## config.mk

```make
export PLATFORM = sky130hd
export DESIGN_NAME = multicycle_seq_ctrl
export DESIGN_NICKNAME = d
export VERILOG_FILES = /design/src/rtl/multicycle_seq_ctrl.sv
export SDC_FILE = /design/constraint.sdc
export NUM_CORES = 1
export LEC_CHECK = 0
export BUFFER_PORTS_ARGS = -buffer_cell sky130_fd_sc_hd__buf_2
export CAP_MARGIN = 20
export CORE_MARGIN = 8
export CORE_UTILIZATION = 52
export DETAILED_ROUTE_END_ITERATION = 12
export PLACE_DENSITY = 0.78
export SYNTH_ARGS = -nofsm -noshare
export SYNTH_HDL_FRONTEND = slang
export SYNTH_SLANG_ARGS = --single-unit
```

## constraint.sdc

```tcl
create_clock -name clock -period 2.2 [get_ports clock]
set_clock_uncertainty 0.2 [all_clocks]
set_input_delay 0.55 -clock clock [delete_from_list [all_inputs] [get_ports clock]]
set_output_delay 0.55 -clock clock [all_outputs]
set_load 0.02 [all_outputs]
```

## src/rtl/multicycle_seq_ctrl.sv

```systemverilog
// Multi-cycle sequencing controller for the 8-bit RISC core.
// FETCH/DECODE/EXECUTE/WRITEBACK with imem handshake and debug run control.
module multicycle_seq_ctrl #(
  parameter int MAX_WAIT = 15,
  parameter int CNT_W    = 16
) (
  input  logic             clock,
  input  logic             nReset,
  input  logic             run,
  input  logic             step,
  input  logic             halt_req,
  output logic             imem_req,
  input  logic             imem_ready,
  output logic             ir_load,
  input  logic [2:0]       opcode,
  input  logic             BLT,
  input  logic             BEQ,
  output logic             PCbranch,
  output logic             PCincr,
  output logic [2:0]       EXE_CMD,
  output logic             ImSel,
  output logic             Reg_w,
  output logic             branchEn,
  output logic             busy,
  output logic             fault,
  output logic [2:0]       state,
  output logic [CNT_W-1:0] instr_count
);

  localparam logic [2:0] OP_ADD  = 3'd0;
  localparam logic [2:0] OP_SUB  = 3'd1;
  localparam logic [2:0] OP_SRL  = 3'd2;
  localparam logic [2:0] OP_ADDI = 3'd3;
  localparam logic [2:0] OP_SLLI = 3'd4;
  localparam logic [2:0] OP_BLT  = 3'd5;
  localparam logic [2:0] OP_BEQ  = 3'd6;
  localparam logic [2:0] OP_J    = 3'd7;

  localparam logic [2:0] ALU_NOP  = 3'd0;
  localparam logic [2:0] ALU_RADD = 3'd1;
  localparam logic [2:0] ALU_RSUB = 3'd2;
  localparam logic [2:0] ALU_RSRL = 3'd3;
  localparam logic [2:0] ALU_RSLL = 3'd4;

  localparam logic [7:0] WAIT_LAST = 8'(MAX_WAIT - 1);

  typedef enum logic [2:0] {
    S_IDLE      = 3'd0,
    S_FETCH     = 3'd1,
    S_DECODE    = 3'd2,
    S_EXECUTE   = 3'd3,
    S_WRITEBACK = 3'd4,
    S_FAULT     = 3'd5
  } state_t;

  state_t     state_q;
  logic [7:0] wait_cnt;

  logic [2:0] dec_alu;
  logic       dec_imm;
  logic       dec_wr;
  logic       dec_br;
  logic       take;

  assign state = state_q;

  // Opcode decode; opcode is stable from DECODE through WRITEBACK.
  always_comb begin
    dec_alu = ALU_NOP;
    dec_imm = 1'b0;
    dec_wr  = 1'b0;
    dec_br  = 1'b0;
    unique case (1'b1)
      (opcode == OP_ADD): begin
        dec_alu = ALU_RADD;
        dec_wr  = 1'b1;
      end
      (opcode == OP_SUB): begin
        dec_alu = ALU_RSUB;
        dec_wr  = 1'b1;
      end
      (opcode == OP_SRL): begin
        dec_alu = ALU_RSRL;
        dec_wr  = 1'b1;
      end
      (opcode == OP_ADDI): begin
        dec_alu = ALU_RADD;
        dec_imm = 1'b1;
        dec_wr  = 1'b1;
      end
      (opcode == OP_SLLI): begin
        dec_alu = ALU_RSLL;
        dec_imm = 1'b1;
        dec_wr  = 1'b1;
      end
      (opcode == OP_BLT),
      (opcode == OP_BEQ): begin
        dec_br = 1'b1;
      end
      default: begin
      end
    endcase
  end

  // Branch resolution uses the ALU flags of the EXECUTE cycle itself.
  always_comb begin
    take = 1'b0;
    if (state_q == S_EXECUTE) begin
      take = (opcode == OP_J)
           | ((opcode == OP_BLT) & BLT)
           | ((opcode == OP_BEQ) & BEQ);
    end
  end

  assign PCbranch = take;
  assign ir_load  = (state_q == S_FETCH) & imem_ready;

  // Sequencer: outputs are registered for the state being entered.
  always_ff @(posedge clock or negedge nReset) begin
    if (!nReset) begin
      state_q     <= S_IDLE;
      wait_cnt    <= 8'd0;
      instr_count <= '0;
      imem_req    <= 1'b0;
      EXE_CMD     <= ALU_NOP;
      ImSel       <= 1'b0;
      Reg_w       <= 1'b0;
      PCincr      <= 1'b0;
      branchEn    <= 1'b0;
      busy        <= 1'b0;
      fault       <= 1'b0;
    end else begin
      imem_req <= 1'b0;
      EXE_CMD  <= ALU_NOP;
      ImSel    <= 1'b0;
      Reg_w    <= 1'b0;
      PCincr   <= 1'b0;
      branchEn <= 1'b0;
      busy     <= 1'b0;
      fault    <= 1'b0;
      case (state_q)
        S_IDLE: begin
          if (!halt_req && (run || step)) begin
            state_q  <= S_FETCH;
            imem_req <= 1'b1;
            busy     <= 1'b1;
          end
        end
        S_FETCH: begin
          if (imem_ready) begin
            state_q  <= S_DECODE;
            wait_cnt <= 8'd0;
            busy     <= 1'b1;
          end else if (wait_cnt == WAIT_LAST) begin
            state_q  <= S_FAULT;
            wait_cnt <= 8'd0;
            fault    <= 1'b1;
          end else begin
            wait_cnt <= wait_cnt + 8'd1;
            imem_req <= 1'b1;
            busy     <= 1'b1;
          end
        end
        S_DECODE: begin
          state_q  <= S_EXECUTE;
          busy     <= 1'b1;
          EXE_CMD  <= dec_alu;
          ImSel    <= dec_imm;
          branchEn <= dec_br;
        end
        S_EXECUTE: begin
          state_q <= S_WRITEBACK;
          busy    <= 1'b1;
          EXE_CMD <= EXE_CMD;
          ImSel   <= ImSel;
          Reg_w   <= dec_wr;
          // the PCincr register doubles as the not-taken flag
          PCincr  <= ~take;
        end
        S_WRITEBACK: begin
          instr_count <= instr_count + CNT_W'(1);
          if (halt_req) begin
            state_q <= S_IDLE;
          end else if (run) begin
            state_q  <= S_FETCH;
            imem_req <= 1'b1;
            busy     <= 1'b1;
          end else begin
            state_q <= S_IDLE;
          end
        end
        S_FAULT: begin
          fault <= 1'b1;
        end
        default: begin
          state_q  <= S_IDLE;
          wait_cnt <= 8'd0;
        end
      endcase
    end
  end

  a_pc_excl: assert property (
    @(posedge clock) disable iff (!nReset)
    !(PCincr && PCbranch));

  a_regw_wb: assert property (
    @(posedge clock) disable iff (!nReset)
    Reg_w |-> (state_q == S_WRITEBACK));

  a_fault_sticky: assert property (
    @(posedge clock) disable iff (!nReset)
    fault |=> fault);

endmodule

```

# Word level (Yosys, flattened, before mapping)
# Cells that the tools add are included.
# W data, S select, Z words.
dict set report totals {
  ff_bits 37
  inputBits 11
  out_inout_bits 31
  word_cells 77
}
dict set report classes {
  addsub 2
  n_eq_ne 15
  n_mux 30
  bitwise 7
  n_reduce_logical 12
}
# cell count
set ops {}
lappend ops {{$eq A3 B3 Y1 const B} 6}
lappend ops {{$pmux W3 S6} 1}
lappend ops {{$mux W1} 17}
lappend ops {{$add A16 B1 Y16 const B} 1}
lappend ops {{$mux W8} 2}
lappend ops {{$pmux W8 S2} 1}
lappend ops {{$eq A3 B2 Y1 const B} 4}
lappend ops {{$pmux W3 S4} 1}
lappend ops {{$reduce_or A5 Y1} 2}
lappend ops {{$mux W3} 3}
lappend ops {{$add A8 B1 Y8 const B} 1}
lappend ops {{$eq A8 B4 Y1 const B} 1}
lappend ops {{$reduce_or A2 Y1} 4}
lappend ops {{$eq A3 B1 Y1 const B} 2}
lappend ops {{$logic_not A3 Y1} 2}
lappend ops {{$pmux W3 S2} 1}
lappend ops {{$pmux W1 S2} 2}
lappend ops {{$pmux W1 S4} 1}
lappend ops {{$and A1 B1 Y1} 3}
lappend ops {{$ne A3 B2 Y1 const B} 1}
lappend ops {{$pmux W1 S3} 1}
lappend ops {{$reduce_and A3 Y1} 1}
lappend ops {{$ne A2 B2 Y1 const B} 1}
lappend ops {{$not A1 Y1} 2}
lappend ops {{4 further kinds} 5}

# Longest topological paths before layout
dict set report depth {
  depth_word 7
  mapped_depth 6
  depth_no_buf 6
}

# Worst setup path after synthesis
# Ideal clock, no wire load.
dict set report synth_timing {
  path_kind {reg2out}
  from {reg state_q[2], in the netlist state[2]}
  to {out ir_load}
  arrival_time_ns 1.437
  t_required_ns 1.450
  setup_slack_ns 0.013
  path_stages_with_launch 5
  n_path_buf 2
  cell_sequence {dfrtp_1 -> buf_4 -> or3b_1 -> buf_2 -> nor2_1}
}
dict set report synth_via {
  elab_chain_cells 2
}
# element line_no
set synth_rtl {}
lappend synth_rtl {{from (decl)} 56} ;# state_t state_q;
lappend synth_rtl {{from (signal assigned)} 121} ;# state_q <= S_IDLE;
lappend synth_rtl {{from (signal assigned)} 144} ;# state_q <= S_FETCH;
lappend synth_rtl {{from (signal assigned)} 151} ;# state_q <= S_DECODE;
lappend synth_rtl {{$eq A3 B1 Y1} 116} ;# assign ir_load = (state_q == S_FETCH) & imem_ready;
lappend synth_rtl {{$and A1 B1 Y1} 116}
lappend synth_rtl {{to (decl)} 14} ;# output logic ir_load,
# No other way between the ends.

# Worst setup path after layout
# Same ends and word-level chain as after synthesis.

==> impl_metrics.tcl <==
set metrics [dict create \
    status "complete, no violations" \
    nFillCells 291 \
    worst_slew_pin_slew_ns 0.446 \
    yosysSeqAreaShare_pct 52.5 \
    final_cell_mix "39 x buf_2, 37 x dfrtp_1, 19 x nand2_1" \
    clkSlewWorstSetupHoldPaths_ns 0.10 \
    leakagePower_nw 1.08 \
    drt_iter0_markers 52 \
    cts_root_buf "clkbuf_4" \
    cts_tree "done" \
    grt_pass1_wl_um 6250 \
    cp.arrival_ns 1.38 \
    fp.dieArea_um2 5510 \
    via_count 1411 \
    start_util_pct 53.3 \
    drive_gt1_share_pct 30.0 \
    design_area_um2 2160 \
    synth.net_count 187 \
    vias_per_cell 5.17 \
    grt_pass1_vias 1418 \
    rows 21 \
    hold_path_class "reg -> reg" \
    synth_cell_types 38 \
    dp_hpwl_um 2840 \
    hold_viol_final 0 \
    antennaDiodeCount 0 \
    gp_congestion 0.821 \
    final-setup-viol-count 0 \
    dieWidth_um 74.2 \
    met1_usage_pct 17.0 \
    final_cells 273 \
    placed_area_um2 2040 \
    grt_usage_pct 14.6 \
    syn_area_per_cell_um2 10.2 \
    place_inst 260 \
    final_common_cell "buf_2" \
    path_cells "or3b_4, nor2_2, buf_4" \
    grt.busiest_layer "met2" \
    synth_top_family_by_area "simple AND/OR/NAND/NOR gates" \
    grt_util_met2_pct 24.9 \
    synth.yosys.warnings 0 \
    met3_usage_pct 4.58 \
    syn_area_um2 1760 \
    drc 0 \
    drv_cap 0 \
    avgRoutedWirePerCell_um 13.7 \
    startpoint_type "flop" \
    muxShareOfSynthArea_pct 0.638 \
    setup_tns_ns 0 \
    synthAdderAreaFrac_pct 2.13 \
    end_kind "output pin" \
    crit_fanout 4 \
    netlist_instances 173 \
    cts_buffers 5 \
    grt_max_degree 23 \
    required_ns 1.45 \
    die_y_um 74.2 \
    yosys.area_share.simple_pct 21.6 \
    maxSlewHeadroom_pct 70.3 \
    ios 42 \
    synth_xor_area_share_pct 10.4 \
    p_per_area_nw_per_um2 1030 \
    slew_violations 0 \
    gr-total-overflow 0 \
    rsz0062_at_grt "no" \
    syn2layout_area_growth_pct 22.5 \
    layout.nets 241 \
    fin_util_pct 65.3 \
    whs_ns 0.278 \
    clockBufferDepth 2 \
    routed_wl_um 3740 \
    period_share_pct 96.9 \
    crit_path_max_incr_delay_ns 0.42 \
    port_buffers 41 \
    ys_seq_elements 37 \
    min_period_ns 2.13 \
    cts.sinks 37 \
    htree_levels 2 \
    core-area_um2 3310 \
    clk_latency_ns 0.33 \
    setup.worst_path.class "reg -> out" \
    ir_drop_mv 0.485 \
    drtPass1Iterations 4 \
    antenna_found_initial 0 \
    clock.fmax_mhz 469 \
    synth_compound_area_share_pct 9.79 \
    slowest_stage "dfrtp_1" \
    postRouteAntennaNets 0 \
]
metal layers:
| metal | share of wire, % | vias to the layer above |
|---|---|---|
| met1 | 41 | 672 |
| met5 | 0 | - |
| met2 | 51 | 27 |
| met4 | 1.1 | 0 |
| met3 | 6.7 | 5 |
| li1 | - | 707 |
power breakdown:
part,internal [mW],switching [mW],leakage (nW)
Sequential,0.804,0.115,0.500
Combinational,0.381,0.565,0.549
Clock,0.151,0.200,0.0314
logic make-up after synthesis:
group | Yosys count
adders and majority gates | 3
muxes | 1
AOI/OAI and AO/OA | 26
buffers and inverters | 12
xor gates and xnor gates | 21
and+or+nand+nor | 73
DFF | 37
critical path, delay by kind of cell, from the launching register on:
family,cells,cell delay [ns]
and+or+nand+nor,2,0.49
buffers and inverters,1,0.15
DFF,1,0.42
cells in the mapped netlist:
| cell type | instances | share of area [%] |
|---|---|---|
| o2bb2ai_1 | 1 | 0.50 |
| buf_2 | 2 | 0.57 |
| or3b_1 | 1 | 0.50 |
| clkbuf_1 | 3 | 0.64 |
| nor3_1 | 3 | 0.85 |
| xor2_1 | 4 | 2.0 |
| buf_4 | 1 | 0.43 |
| o311ai_0 | 1 | 0.50 |
| nand4bb_1 | 1 | 0.64 |
| nor2b_1 | 1 | 0.35 |
| dfrtp_1 | 37 | 52 |
| a22oi_1 | 2 | 0.85 |
| o31ai_1 | 1 | 0.43 |
| o21ai_0 | 3 | 0.85 |
| nand3_1 | 12 | 3.4 |
| inv_1 | 5 | 1.1 |
| nand2_1 | 19 | 4.0 |
| nand4_1 | 4 | 1.4 |
| ha_1 | 3 | 2.1 |
| or4_1 | 1 | 0.43 |
| a211oi_2 | 3 | 2.1 |
| nor2_1 | 18 | 3.8 |
| and3_1 | 3 | 1.1 |
| o21ai_1 | 2 | 0.57 |
| o22ai_1 | 1 | 0.35 |
| or2_2 | 1 | 0.35 |
| xnor2_1 | 17 | 8.4 |
| or3b_4 | 1 | 0.64 |
| a211oi_1 | 1 | 0.43 |
| nor3_4 | 1 | 0.92 |
| or3_1 | 1 | 0.35 |
| a21oi_1 | 10 | 2.8 |
| mux2_1 | 1 | 0.64 |
| and4b_1 | 1 | 0.57 |
| and4_1 | 2 | 0.99 |
| nor3b_1 | 3 | 1.3 |
| a31oi_1 | 1 | 0.35 |
| inv_2 | 1 | 0.21 |
repair_timing:
item / in CTS / in global routing
setup endpoints to repair: 1 / 2
hold buffers: 1 / 0
gates resized for setup: 1 / 4
setup buffers: 5 / 0
pin swaps: 2 / 1
endpoints found under the hold margin: 20 / 0
registers in the layout, indices dropped and copies added, names as in the netlist:
name / cells
instr_count: 16
wait_cnt: 8
EXE_CMD: 3
state: 3
ImSel: 1
PCincr: 1
Reg_w: 1
branchEn: 1
busy: 1
fault: 1
imem_req: 1
cell type report:
type	instances	area [um2]	share of cell area, %
well taps	46	57.6	2.66
repair buffers	53	303	14.0
inverters	6	22.5	1.04
clock buffers	7	55.1	2.55
flip-flops and latches	37	926	42.8
multi-input cells	124	797	36.9
per-stage QoR:
step	setup WS (ns)	total power, mW
floorplan	0.0126	1.50
global placement	0.289	1.78
detailed placement	0.273	1.79
CTS	0.00414	2.22
global route	0.00244	2.38
finish	0.0680	2.22
worst paths after layout:
kind,slack (ns),endpoint,from,depth (start not counted)
worst min-delay path,0.28,instr_count[15],instr_count[15],1
min in group asynchronous,0.48,instr_count[4],nReset,2
worst max register to register,0.17,instr_count[15],state[1],6
worst max-delay path,0.07,ir_load,state[2],3
worst min register to register,0.28,instr_count[15],instr_count[15],1
max in group asynchronous,0.81,wait_cnt[1],nReset,3
(Power assumes the default switching activity.)
